--- src/rtl/boot_ctrl_pkg.sv ---
// Shared types and constants for the boot/run sequencer.
package boot_ctrl_pkg;

    localparam int INSTR_LEN         = 32;
    localparam int ADDR_LEN          = 32;
    localparam int BOOT_RST_HOLD_DEF = 2;

    typedef enum logic [2:0] {
        BOOT_IDLE    = 3'd0,
        BOOT_LOAD    = 3'd1,
        BOOT_RELEASE = 3'd2,
        BOOT_RUN     = 3'd3,
        BOOT_HALT    = 3'd4
    } boot_state_t;

endpackage

--- src/rtl/boot_timer.sv ---
// Clearable up-counter with a terminal-count compare against a live limit.
module boot_timer #(
    parameter int W = 32
) (
    input  logic         clk,
    input  logic         rst,
    input  logic         clear,
    input  logic         en,
    input  logic [W-1:0] limit,
    output logic         tc
);

    logic [W-1:0] count;

    always_ff @(posedge clk) begin
        if (rst || clear) begin
            count <= '0;
        end else if (en) begin
            count <= count + W'(1);
        end
    end

    assign tc = (count == limit);

endmodule

--- src/rtl/boot_ctrl.sv ---
// Boot and run sequencer: loads imem over valid/ready, releases CPU reset
// for a programmable budget, then parks the CPU in HALT.
module boot_ctrl
    import boot_ctrl_pkg::*;
#(
    parameter int IMEM_DEPTH = 256,
    parameter int RST_HOLD   = BOOT_RST_HOLD_DEF,
    parameter int AW         = $clog2(IMEM_DEPTH)
) (
    input  logic                 clk,
    input  logic                 rst,
    input  logic                 start,
    input  logic [AW:0]          load_len,
    input  logic [31:0]          run_cycles,
    input  logic                 abort,
    input  logic                 in_valid,
    input  logic [INSTR_LEN-1:0] in_data,
    output logic                 in_ready,
    output logic                 imem_we,
    output logic [AW-1:0]        imem_waddr,
    output logic [INSTR_LEN-1:0] imem_wdata,
    output logic                 cpu_rst,
    input  logic [ADDR_LEN-1:0]  pc_in,
    output logic [ADDR_LEN-1:0]  pc_last,
    output logic [2:0]           state,
    output logic                 done,
    output logic                 err
);

    localparam logic [AW:0] DEPTH_W   = (AW+1)'(IMEM_DEPTH);
    localparam logic [31:0] HOLD_LAST = 32'(RST_HOLD - 1);

    boot_state_t cur;
    logic [AW:0] len_q;
    logic [AW:0] wcnt;
    logic [31:0] budget_q;
    logic        hs;
    logic        start_ok;
    logic        tmr_clear;
    logic        tmr_en;
    logic        tmr_tc;
    logic [31:0] tmr_limit;

    assign in_ready = (cur == BOOT_LOAD);
    assign state    = cur;
    assign hs       = in_valid && in_ready;
    assign start_ok = (load_len != '0) && (load_len <= DEPTH_W);

    // One timer serves both phases: it is held at zero outside RELEASE/RUN
    // and re-zeroed on the RELEASE->RUN edge so RUN counts from 0.
    always_comb begin
        tmr_en    = (cur == BOOT_RELEASE) || (cur == BOOT_RUN);
        tmr_clear = !tmr_en || ((cur == BOOT_RELEASE) && tmr_tc);
        tmr_limit = (cur == BOOT_RUN) ? (budget_q - 32'd1) : HOLD_LAST;
    end

    boot_timer #(.W(32)) u_timer (
        .clk   (clk),
        .rst   (rst),
        .clear (tmr_clear),
        .en    (tmr_en),
        .limit (tmr_limit),
        .tc    (tmr_tc)
    );

    always_ff @(posedge clk) begin
        if (rst) begin
            cur        <= BOOT_IDLE;
            cpu_rst    <= 1'b1;
            done       <= 1'b0;
            err        <= 1'b0;
            pc_last    <= '0;
            len_q      <= '0;
            budget_q   <= '0;
            wcnt       <= '0;
            imem_we    <= 1'b0;
            imem_waddr <= '0;
            imem_wdata <= '0;
        end else begin
            err     <= 1'b0;
            imem_we <= hs;
            // The write stage runs independently of the FSM so a word
            // accepted alongside abort still lands in imem.
            if (hs) begin
                imem_waddr <= wcnt[AW-1:0];
                imem_wdata <= in_data;
                wcnt       <= wcnt + (AW+1)'(1);
            end

            if (abort && (cur != BOOT_IDLE)) begin
                if (cur != BOOT_HALT) begin
                    pc_last <= pc_in;
                end
                cur     <= BOOT_HALT;
                cpu_rst <= 1'b1;
                done    <= 1'b1;
            end else begin
                case (cur)
                    BOOT_IDLE, BOOT_HALT: begin
                        if (start) begin
                            if (start_ok) begin
                                len_q    <= load_len;
                                budget_q <= run_cycles;
                                wcnt     <= '0;
                                done     <= 1'b0;
                                cur      <= BOOT_LOAD;
                            end else begin
                                err <= 1'b1;
                            end
                        end
                    end
                    BOOT_LOAD: begin
                        if (hs && (wcnt == len_q - (AW+1)'(1))) begin
                            if (RST_HOLD == 0) begin
                                cur     <= BOOT_RUN;
                                cpu_rst <= 1'b0;
                            end else begin
                                cur <= BOOT_RELEASE;
                            end
                        end
                    end
                    BOOT_RELEASE: begin
                        if (tmr_tc) begin
                            cur     <= BOOT_RUN;
                            cpu_rst <= 1'b0;
                        end
                    end
                    BOOT_RUN: begin
                        if ((budget_q != '0) && tmr_tc) begin
                            cur     <= BOOT_HALT;
                            cpu_rst <= 1'b1;
                            done    <= 1'b1;
                            pc_last <= pc_in;
                        end
                    end
                    default: cur <= BOOT_IDLE;
                endcase
            end
        end
    end

endmodule

--- config.mk ---
export PLATFORM = sky130hd
export DESIGN_NAME = boot_ctrl
export DESIGN_NICKNAME = d
export VERILOG_FILES = /design/src/rtl/boot_ctrl_pkg.sv /design/src/rtl/boot_timer.sv /design/src/rtl/boot_ctrl.sv
export SDC_FILE = /design/constraint.sdc
export NUM_CORES = 1
export LEC_CHECK = 0
export CORE_MARGIN = 2
export CORE_UTILIZATION = 55
export DETAILED_ROUTE_END_ITERATION = 6
export PLACE_DENSITY_LB_ADDON = 0.05
export SETUP_SLACK_MARGIN = 0.5
export SYNTH_ARGS = -nofsm -noshare
export SYNTH_HDL_FRONTEND = slang
export SYNTH_SLANG_ARGS = --single-unit
--- constraint.sdc ---
create_clock -name clk -period 10.5 [get_ports clk]
set_clock_uncertainty 0.1 [all_clocks]
set_input_delay 3.15 -clock clk [delete_from_list [all_inputs] [get_ports clk]]
set_output_delay 3.15 -clock clk [all_outputs]
set_load 0.1 [all_outputs]
After elaboration in Yosys (flattened, before gate mapping) --
Index checks and enable logic that the tools add are counted.
Operators by class: $add $sub $neg 4, $mul 0, divide/modulo/power cells 0, order comparisons 1, eq/ne operators 18, shift-type cells 0, muxes and demuxes 25, bitwise operators 3, reductions and logical operators 27
Operators by type and width (number):
- $mux W32 | 5
- $mux W9 | 5
- $add A32 B1 Y32 const B | 1
- $eq A32 B32 Y1 | 1
- $reduce_bool A32 Y1 | 1
- $sub A32 B1 Y32 const B | 1
- $mux W3 | 6
- $pmux W3 S4 | 1
- $reduce_and A5 Y1 | 2
- $add A9 B1 Y9 const B | 1
- $eq A9 B9 Y1 | 1
- $le A9 B9 Y1 const B | 1
- $ne A3 B3 Y1 const B | 3
- $reduce_bool A9 Y1 | 1
- $sub A9 B1 Y9 const B | 1
- $reduce_and A4 Y1 | 2
- $eq A3 B2 Y1 const B | 2
- $logic_and A1 B1 Y1 | 6
- $mux W1 | 6
- $ne A2 B1 Y1 const B | 3
- $ne A2 B2 Y1 const B | 3
- $ne A3 B1 Y1 const B | 2
- $reduce_and A3 Y1 | 2
- $reduce_bool A2 Y1 | 3
- other kinds (11) | 18
Storage, ports and cells: register bits after elaboration 161, latch bits 0, RAM bits 0, memory bits (read-only) 0, bits of input ports 110, output and inout port bits 80, logic and storage cells 91, memories kept 0

Depth between registers and ports, before layout --
word-level depth 7, gate-level depth with buffers 17, depth with buffers taken out 12

Hierarchy --
A second synthesis with hierarchy kept.
Second synthesis, totals: cells, all modules 921, area, all modules 7447.1 µm²
By module, submodules not included:
- boot_ctrl | instances 1, cells each 701, area an instance 5611.6 µm², sequential area each 2582.5 µm²
- boot_timer | instances 1, cells each 220, area an instance 1835.5 µm², sequential area each 640.6 µm²

Worst setup path after synthesis --
No wires, ideal clock.
path kind reg2out, from register cur[0], in the netlist state[0], to output in_ready, arrival 3.394 ns, data required time 7.250 ns, path slack 3.856 ns, stages on the path, launching flop included 3, buffers on the path 0, cells stage by stage dfxtp_1 -> inv_1 -> nor3_1
On the way: word-level cells in the longest chain between the ends 1
RTL lines:
- from (decl) | RTL line boot_ctrl.sv:33 | boot_state_t cur;
- from (signal assigned) | RTL line boot_ctrl.sv:68 | cur <= BOOT_IDLE;
- from (signal assigned) | RTL line boot_ctrl.sv:94 | cur <= BOOT_HALT;
- from (signal assigned) | RTL line boot_ctrl.sv:106 | cur <= BOOT_LOAD;
- $eq A3 B1 Y1 | RTL line boot_ctrl.sv:44 | assign in_ready = (cur == BOOT_LOAD);
- to (decl) | RTL line boot_ctrl.sv:18 | output logic in_ready,
Every way passes these cells.

Worst setup path in the final report --
from register cur[2], in the netlist state[2], to output in_ready
The elaborated chain is that of the path after synthesis.

==> out/metrics.cfg <==
[finish]
drive_gt1_share_pct=6.227
diodes=0
syn2layout_area_growth_pct=26.10
fin_nets=1435

[route]
avgViaCountPerCell=5.907
wl_um=26930
drc_errors=0
first_iter_violations=817
drt_first_pass_iters=6
ant_nets=0
vias=9173
avgRoutedWirePerCell_um=17.34

[synthesis]
synth.most_common_cell=nand2_1
ys_warn_count=0
synth_seq_cells=161
synth_top_cell_by_area=dfxtp_1
yosys-top-cells-area=dfxtp_1 35%, nand2_1 8.5%, a21oi_1 5.9%
synth_commonest_cells=207 x nand2_1, 161 x dfxtp_1, 108 x a21oi_1
syn_inst=1198
syn_avg_cell_area_um2=7.658
synth.top_cell.area_share_pct=35.13
netlist_area_um2=9174
seq_area_frac_synth_pct=35.13
synthArstFlopShare_pct=0
syn-num-nets=1313
synth_ff_type=dfxtp_1
synth-edff-count=0
ys_types=72

[sta]
tightest_slew_ns=1.088
period_minus_slack_ns=5.963
slew-limit-headroom_pct=27.23
setup_slack_ns=4.537
fmax_ghz=0.1677
final-hold-violation-count=0
final.setup.tns_ns=0
period_share_pct=56.79
rsz0062_at_grt=false
slew_viol_final=0
setup_violations=0

[power]
p_leak_nw=3.807
combPwrFrac_pct=29.9
power.density_nw_per_um2=163.4
p_switching_mw=0.7041
seq_power_share_pct=36.1
intPower_mw=1.186
ir_drop_uv=125.9
clkPwrFrac_pct=34.0
switching_share_pct=37.26

[floorplan]
die_h_um=133.2
die_area_um2=17730
die_x_um=133.2
io_pins=190
coreArea_um2=16470
start_util_pct=55.71
row_count=47

[worst_hold_path]
hp-class=flip-flop to flip-flop
hold_end=imem_wdata[2]
whs_path_depth=2
hp-start=imem_wdata[2]

[place]
pre_cts_ws_ns=4.642
io_buffers=189
place_hpwl_um=18480
globalplace.congestion=0.9620

[setup_path]
crit_arrival_ns=2.71
critPathCaptureType=output pin
r2r_slack_ns=5.61
r2r_cells=11
cp_max_fo=15
path_class=flip-flop to output pin
crit_required_ns=7.25
startpoint_type=flip-flop
reg2reg_from=budget_q[8]
r2r_end=pc_last[0]

[grt]
grt_pass1_vias=8439
grt_overflow_total=0
grt_max_degree=80
grt_pass1_wl_um=43240
grt_usage_pct=30.22
antenna_found_initial=0

[clock_network]
h-tree-depth=4
hold_buffers=0
cts_resized=0
clock_sinks=161
cts-root-buf=clkbuf_16
post-cts-setup-buffers=0
cts_buffer_depth=2
clkTransAtPathRegs_ns=0.07
clk_latency_ns=0.44
cts_tree=yes
cts_inserted_buffers=17

[flow_run]
drv_cap=0

[outcome]
outcome=complete, no violations

==> per-stage QoR <==
step                      power [mW]  hold slack, ns  area, um2  util [%]  instances
after CTS                      1.894          0.3558      11570     70.26       1553
after global routing           1.963          0.3748      11570     70.26       1553
after floorplan                1.101          0.3488       9174         -       1198
after global placement         1.251          0.3406      10970     66.61       1521
final                          1.890          0.3542      11570     70.26       1553
after detailed placement       1.254          0.3469      10970     66.61       1521
==> metal layers <==
metal / vias up / share of wire, % / global-route usage (%)
li1: 4502 / - / -
met1: 4281 / 40 / 35.35
met2: 331 / 48 / 51.12
met3: 59 / 8.4 / 9.855
met4: 0 / 3.0 / 12.65
met5: - / 0 / 0
==> final cells by class <==
type                       count  area [um2]
sequential                   161        3224
multi-input combinational    921        5419
clock inverter                14       171.4
fill                        1366        4897
inverter                      16       60.06
tap                          220       275.3
clock buffer                  18       429.2
timing repair buffer         203        1989
==> state kept, by name, indices dropped and copies added, names as in the netlist <==
register,cells
imem_we,1
wcnt,9
imem_wdata,32
err,1
pc_last,32
state,3
done,1
len_q,9
imem_waddr,8
budget_q,32
u_timer.count,32
cpu_rst,1
==> kinds of logic after synthesis <==
family,Yosys count,share of synthesized area (%)
AOI/OAI and AO/OA,281,18.73
buffers and inverters,116,5.947
and+or+nand+nor,556,31.55
adders and majority gates,6,0.7911
xor gates and xnor gates,72,7.174
DFF,161,35.13
muxes,6,0.6819
==> cells in the final DEF, fill, tap and decap left out, drive strengths merged, types with 5 or more instances in the layout <==
| cell | n |
|---|---|
| and2 | 37 |
| or4 | 14 |
| and3 | 8 |
| o21ai | 52 |
| a211o | 5 |
| a21oi | 108 |
| nand2 | 207 |
| nor2b | 6 |
| nor3 | 36 |
| nor2 | 70 |
| inv | 24 |
| nor4 | 17 |
| dfxtp | 161 |
| nand3 | 55 |
| a31oi | 38 |
| o31ai | 6 |
| xor2 | 38 |
| or3 | 17 |
| clkdlybuf4s50 | 187 |
| clkbuf | 18 |
| xnor2 | 32 |
| nand4b | 8 |
| o211ai | 33 |
| buf | 16 |
| nand2b | 9 |
| or3b | 32 |
| ha | 5 |
| and4 | 5 |
| nand4 | 20 |
==> worst max-delay path, cell delays in order, from the launching register on <==
cell and delay [ns]:
dfxtp_1 0.47, nor3_1 0.53, clkdlybuf4s50_1 1.27
==> how the worst max path moves through the flow <==
stage	from	endpoint	slack (ns)	depth (start not counted)
floorplan	state[0]	in_ready	3.86	2
global placement	load_len[0]	len_q[7]	4.67	8
detailed placement	load_len[0]	budget_q[25]	4.64	8
CTS	state[2]	in_ready	4.55	2
global route	state[2]	in_ready	4.41	2
finish	state[2]	in_ready	4.54	2
==> power by group through the flow <==
stage	logic (mW)	clock network [mW]	registers, mW
CTS	0.563	0.650	0.681
global placement	0.557	0	0.694
detailed placement	0.560	0	0.694
finish	0.566	0.642	0.682
global route	0.602	0.673	0.687
floorplan	0.249	0	0.852
(Power assumes the default switching activity.)
